`config.mk`:
```
export PLATFORM = sky130hd
export DESIGN_NAME = sha256_compress_core
export DESIGN_NICKNAME = d
export VERILOG_FILES = /design/src/rtl/sha256_compress_core.sv
export SDC_FILE = /design/constraint.sdc
export NUM_CORES = 2
export LEC_CHECK = 0
export ABC_AREA = 0
export BUFFER_PORTS_ARGS = -buffer_cell sky130_fd_sc_hd__buf_2
export CAP_MARGIN = 20
export CORE_MARGIN = 8
export CORE_UTILIZATION = 30
export CTS_CLUSTER_DIAMETER = 50
export DETAILED_ROUTE_END_ITERATION = 7
export MAX_ROUTING_LAYER = met4
export PLACE_DENSITY_LB_ADDON = 0.05
export SYNTH_ARGS = -nofsm -noshare
export SYNTH_HDL_FRONTEND = slang
export SYNTH_SLANG_ARGS = --single-unit
export TNS_END_PERCENT = 30
```
`constraint.sdc`:
```
create_clock -name clk -period 51.7 [get_ports clk]
set_input_delay 5.17 -clock clk [delete_from_list [all_inputs] [get_ports clk]]
set_output_delay 5.17 -clock clk [all_outputs]
set_load 0.02 [all_outputs]
```
`src/rtl/sha256_compress_core.sv`:
```
// Single-block SHA-256 compression: 64 rounds at one round per cycle, then a
// final chain-add. Caller chains multiple blocks through hash_in/hash_out.
//   S_IDLE  | waiting for start; captures chain value and message block
//   S_ROUND | one compression round per cycle, t = 0..63
//   S_FINAL | adds working vars into the chain value, pulses done
module sha256_compress_core (
  input  logic         clk,
  input  logic         reset,
  input  logic         start,
  input  logic         use_iv,
  input  logic [511:0] block_in,
  input  logic [255:0] hash_in,
  output logic         busy,
  output logic         done,
  output logic [255:0] hash_out
);

  typedef enum logic [1:0] {S_IDLE, S_ROUND, S_FINAL} state_t;

  localparam logic [31:0] K [64] = '{
    32'h428a2f98, 32'h71374491, 32'hb5c0fbcf, 32'he9b5dba5, 32'h3956c25b, 32'h59f111f1, 32'h923f82a4, 32'hab1c5ed5,
    32'hd807aa98, 32'h12835b01, 32'h243185be, 32'h550c7dc3, 32'h72be5d74, 32'h80deb1fe, 32'h9bdc06a7, 32'hc19bf174,
    32'he49b69c1, 32'hefbe4786, 32'h0fc19dc6, 32'h240ca1cc, 32'h2de92c6f, 32'h4a7484aa, 32'h5cb0a9dc, 32'h76f988da,
    32'h983e5152, 32'ha831c66d, 32'hb00327c8, 32'hbf597fc7, 32'hc6e00bf3, 32'hd5a79147, 32'h06ca6351, 32'h14292967,
    32'h27b70a85, 32'h2e1b2138, 32'h4d2c6dfc, 32'h53380d13, 32'h650a7354, 32'h766a0abb, 32'h81c2c92e, 32'h92722c85,
    32'ha2bfe8a1, 32'ha81a664b, 32'hc24b8b70, 32'hc76c51a3, 32'hd192e819, 32'hd6990624, 32'hf40e3585, 32'h106aa070,
    32'h19a4c116, 32'h1e376c08, 32'h2748774c, 32'h34b0bcb5, 32'h391c0cb3, 32'h4ed8aa4a, 32'h5b9cca4f, 32'h682e6ff3,
    32'h748f82ee, 32'h78a5636f, 32'h84c87814, 32'h8cc70208, 32'h90befffa, 32'ha4506ceb, 32'hbef9a3f7, 32'hc67178f2
  };

  localparam logic [255:0] IV = {
    32'h6a09e667, 32'hbb67ae85, 32'h3c6ef372, 32'ha54ff53a,
    32'h510e527f, 32'h9b05688c, 32'h1f83d9ab, 32'h5be0cd19
  };

  function automatic logic [31:0] rotr(input logic [31:0] x, input int unsigned n);
    return (x >> n) | (x << (32 - n));
  endfunction

  function automatic logic [31:0] bsig0(input logic [31:0] x);
    return rotr(x, 2) ^ rotr(x, 13) ^ rotr(x, 22);
  endfunction

  function automatic logic [31:0] bsig1(input logic [31:0] x);
    return rotr(x, 6) ^ rotr(x, 11) ^ rotr(x, 25);
  endfunction

  function automatic logic [31:0] ssig0(input logic [31:0] x);
    return rotr(x, 7) ^ rotr(x, 18) ^ (x >> 3);
  endfunction

  function automatic logic [31:0] ssig1(input logic [31:0] x);
    return rotr(x, 17) ^ rotr(x, 19) ^ (x >> 10);
  endfunction

  state_t       state_q, state_d;
  logic [5:0]   t_q, t_d;
  logic         done_q, done_d;
  logic [255:0] hash_out_q, hash_out_d;
  logic [31:0]  h_q [8];
  logic [31:0]  h_d [8];
  logic [31:0]  v_q [8];
  logic [31:0]  v_d [8];
  logic [31:0]  w_q [16];
  logic [31:0]  w_d [16];

  logic [255:0] chain;
  logic [31:0]  t1, t2, w_next;

  always_comb begin
    state_d    = state_q;
    t_d        = t_q;
    done_d     = 1'b0;
    hash_out_d = hash_out_q;
    h_d        = h_q;
    v_d        = v_q;
    w_d        = w_q;

    chain  = use_iv ? IV : hash_in;
    t1     = v_q[7] + bsig1(v_q[4]) + ((v_q[4] & v_q[5]) ^ (~v_q[4] & v_q[6])) + K[t_q] + w_q[0];
    t2     = bsig0(v_q[0]) + ((v_q[0] & v_q[1]) ^ (v_q[0] & v_q[2]) ^ (v_q[1] & v_q[2]));
    // w_q[0] is always the current round word; push the word needed 16 rounds on
    w_next = ssig1(w_q[14]) + w_q[9] + ssig0(w_q[1]) + w_q[0];

    case (state_q)
      S_IDLE: begin
        if (start) begin
          for (int i = 0; i < 8; i++) begin
            h_d[i] = chain[255 - 32*i -: 32];
            v_d[i] = chain[255 - 32*i -: 32];
          end
          for (int i = 0; i < 16; i++) w_d[i] = block_in[511 - 32*i -: 32];
          t_d     = 6'd0;
          state_d = S_ROUND;
        end
      end
      S_ROUND: begin
        for (int i = 7; i > 0; i--) v_d[i] = v_q[i-1];
        v_d[4] = v_q[3] + t1;
        v_d[0] = t1 + t2;
        for (int i = 0; i < 15; i++) w_d[i] = w_q[i+1];
        w_d[15] = w_next;
        t_d     = t_q + 6'd1;
        if (t_q == 6'd63) state_d = S_FINAL;
      end
      S_FINAL: begin
        for (int i = 0; i < 8; i++) hash_out_d[255 - 32*i -: 32] = h_q[i] + v_q[i];
        done_d  = 1'b1;
        state_d = S_IDLE;
      end
      default: state_d = S_IDLE;
    endcase
  end

  always_ff @(posedge clk) begin
    if (reset) begin
      state_q    <= S_IDLE;
      t_q        <= 6'd0;
      done_q     <= 1'b0;
      hash_out_q <= '0;
    end else begin
      state_q    <= state_d;
      t_q        <= t_d;
      done_q     <= done_d;
      hash_out_q <= hash_out_d;
    end
  end

  // Datapath contents are only meaningful after a start, so they need no reset
  always_ff @(posedge clk) begin
    h_q <= h_d;
    v_q <= v_d;
    w_q <= w_d;
  end

  assign busy     = (state_q != S_IDLE);
  assign done     = done_q;
  assign hash_out = hash_out_q;

endmodule
```
==> flow_summary.json <==
{
  "cts_made_buffers": 202,
  "grt_pass1_wl_um": 510000,
  "stdcell_area_sq_mm": 0.0946,
  "cpMostUsedCell": "buf_4",
  "synth-seq-cells": 1289,
  "min_period_ns": 9.93,
  "ios": 1030,
  "min-delay-start": "hash_out[138]",
  "synth_commonest_cells": "nand2_1, edfxtp_1, nor2_1, inv_1, a21oi_1",
  "drcViolationCount": 0,
  "cp_max_fo": 77,
  "path_clk_slew_ns": 0.05,
  "dr.pass1.iters": 8,
  "cts_hold_buf": 0,
  "cp_top_family": "buffers and inverters",
  "critPathMaxStageDelay_ns": 0.89,
  "synthFlopType": "edfxtp_1",
  "drtIter0Drc": 5242,
  "worstPathArrival_ns": 10.41,
  "top_layer_used": "met4",
  "synth_edf_count": 1024,
  "ys_seq_area_share_pct": 45.6,
  "cp-start-kind": "input pin",
  "clkLatencyLatePin_ns": 0.88,
  "track_usage_pct": 26.1,
  "crit_buf_inv": 6,
  "cap_viol_max_count": 0,
  "synth_cells": 8574,
  "yosysWarnings": 0,
  "rsz0062_at_grt": "no",
  "crit_type": "input pin to flip-flop",
  "drv_slew": 0,
  "synth.top_cell.area_share_pct": 38.9,
  "htreeDepth": 4,
  "dieWidth_um": 530,
  "fin_crit_sh_pct": 19.2,
  "syn_area_sq_mm": 0.0791,
  "fin_tns_setup_ns": 0,
  "cts_sinks": 1289,
  "synthMostInstantiatedCell": "nand2_1",
  "cts-root-buf": "clkbuf_16",
  "dp.cells": 12800,
  "drive_above_1_share_pct": 17.5,
  "max_slew_margin_pct": 23.7,
  "hold-worst-slack_ns": 0.448,
  "min_path_type": "flip-flop to flip-flop",
  "num_vias": 65900,
  "worstReg2RegStart": "t_q[1]",
  "final_cells": 13200,
  "fmax_ghz": 0.101,
  "wl_met2_um": 177000,
  "portBuffers": 1029,
  "outcome": "complete, no violations",
  "core_area_sq_mm": 0.262,
  "row_count": 188,
  "synth_cell_type_count": 93,
  "cp-end-kind": "flip-flop",
  "postCtsSetupRepairBufs": 0,
  "place.gp.congestion": 0.914,
  "wl_um": 372000,
  "finalSetupViolCount": 0,
  "synth.net_count": 9938,
  "synth.avg_cell_area_sq_um": 9.23,
  "die_h_um": 530,
  "start_util_pct": 30.2,
  "dpl.hpwl_um": 295000,
  "hold_viol": 0,
  "crit_start": "start",
  "yosys-top-cells-area": "edfxtp_1, nand2_1, dfxtp_1",
  "cts_tree": "yes",
  "crit_required_ns": 52.19,
  "met3_length_um": 17500,
  "finalClockSkew_ns": 0.0684,
  "wl_per_cell_um": 28.2,
  "antenna_found_initial": 45,
  "wl_met1_um": 166000,
  "syn_to_final_growth_pct": 19.6,
  "die-area_sq_mm": 0.280,
  "synth_top_area_cell": "edfxtp_1",
  "grt_max_degree": 195,
  "fill_cells": 27300,
  "grt.overflow.total": 0,
  "placed_cell_area_sq_mm": 0.0878,
  "path_cells": "buf_2 > nand2_1 > nand2_4 > buf_4 > buf_4 > buf_4 > buf_4 > buf_4",
  "nets": 10800,
  "grt_pass1_vias": 66700,
  "vias_per_cell": 5.00,
  "drtAntennaViolNets": 0,
  "clockBufferDepth": 3,
  "cts_resized": 0,
  "slowest_stage": "buf_4",
  "worstMarginPinSlew_ns": 1.14,
  "async_flop_share_pct": 0
}
-- logic make-up after synthesis --
group	Yosys count	share of synthesized area [%]
compound gates	1586	12.5
xor+xnor	548	6.09
mux	63	0.957
buf+inv	937	4.46
fa+ha+maj	595	11.3
flops	1289	45.6
simple gates	3556	19.1
-- placed cells by master, fill, tap and decap left out, types with 38 or more instances in the layout --
| cell type | Yosys | routed |
|---|---|---|
| nand2_1 | 2220 | 2219 |
| buf_2 | 6 | 1027 |
| edfxtp_1 | 1024 | 1024 |
| nor2_1 | 580 | 579 |
| inv_1 | 511 | 509 |
| a21oi_1 | 505 | 505 |
| o21ai_0 | 396 | 396 |
| ha_1 | 395 | 395 |
| xnor2_1 | 308 | 308 |
| dfxtp_1 | 265 | 262 |
| xor2_1 | 238 | 238 |
| clkbuf_16 | 0 | 207 |
| fa_1 | 197 | 197 |
| a21o_1 | 180 | 180 |
| nor2b_1 | 169 | 167 |
| or2_2 | 147 | 147 |
| nor3_1 | 94 | 94 |
| nand3_1 | 92 | 92 |
| buf_4 | 1 | 79 |
| a211oi_1 | 76 | 76 |
| nand2b_1 | 61 | 58 |
| o211ai_1 | 52 | 52 |
| o21a_1 | 49 | 49 |
| a31oi_1 | 39 | 39 |
| and3_1 | 38 | 38 |
-- per-layer routing --
| metal | GRT usage, % | up-vias |
|---|---|---|
| li1 | - | 31000 |
| met1 | 34.1 | 32500 |
| met2 | 43.0 | 2031 |
| met3 | 3.33 | 400 |
| met4 | 7.08 | 0 |
| met5 | - | - |
-- stage by stage --
step / util, % / worst slack (ns)
finish: 36.1 / 41.77
global route: 36.1 / 41.40
CTS: 36.1 / 41.63
detailed placement: 33.5 / 40.70
global placement: 33.5 / 40.78
floorplan: - / 28.52
-- registers in the layout, indices dropped and copies added, names as in the netlist --
signal    count
state_q       2
w_q         512
h_q         256
v_q         256
hash_out    256
t_q           6
done          1
-- final timing paths --
kind | cells after the start | slack, ns | to
hold / removal | 2 | 0.45 | hash_out[138]
hold reg to reg | 2 | 0.45 | hash_out[138]
setup reg to reg | 35 | 42.17 | v_q[254]
setup / recovery | 8 | 41.77 | w_q[158]
-- worst reg2reg max path, delay by kind of cell (launching register included) --
| kind | cells | cell delay (ns) |
|---|---|---|
| flops | 1 | 0.30 |
| fa+ha+maj | 6 | 2.76 |
| simple gates | 5 | 1.18 |
| xor+xnor | 2 | 0.57 |
| buf+inv | 8 | 1.38 |
| compound gates | 13 | 2.41 |
| mux | 1 | 0.60 |
-- layout make-up --
class,instances,area [sq um],share of cell area [%]
repair buffers,1113,5860,6.19
clock buffers,237,5350,5.66
flip-flops and latches,1289,36100,38.1
well taps,3515,4400,4.65
clock inverters,146,1360,1.44
multi-input cells,6348,39600,41.8
inverters,514,1940,2.05
diodes,34,85.1,0.0899
Power is left out: the tool's default activity adds up to more than one toggle a clock period on the data nets, which glitch-free logic cannot reach.
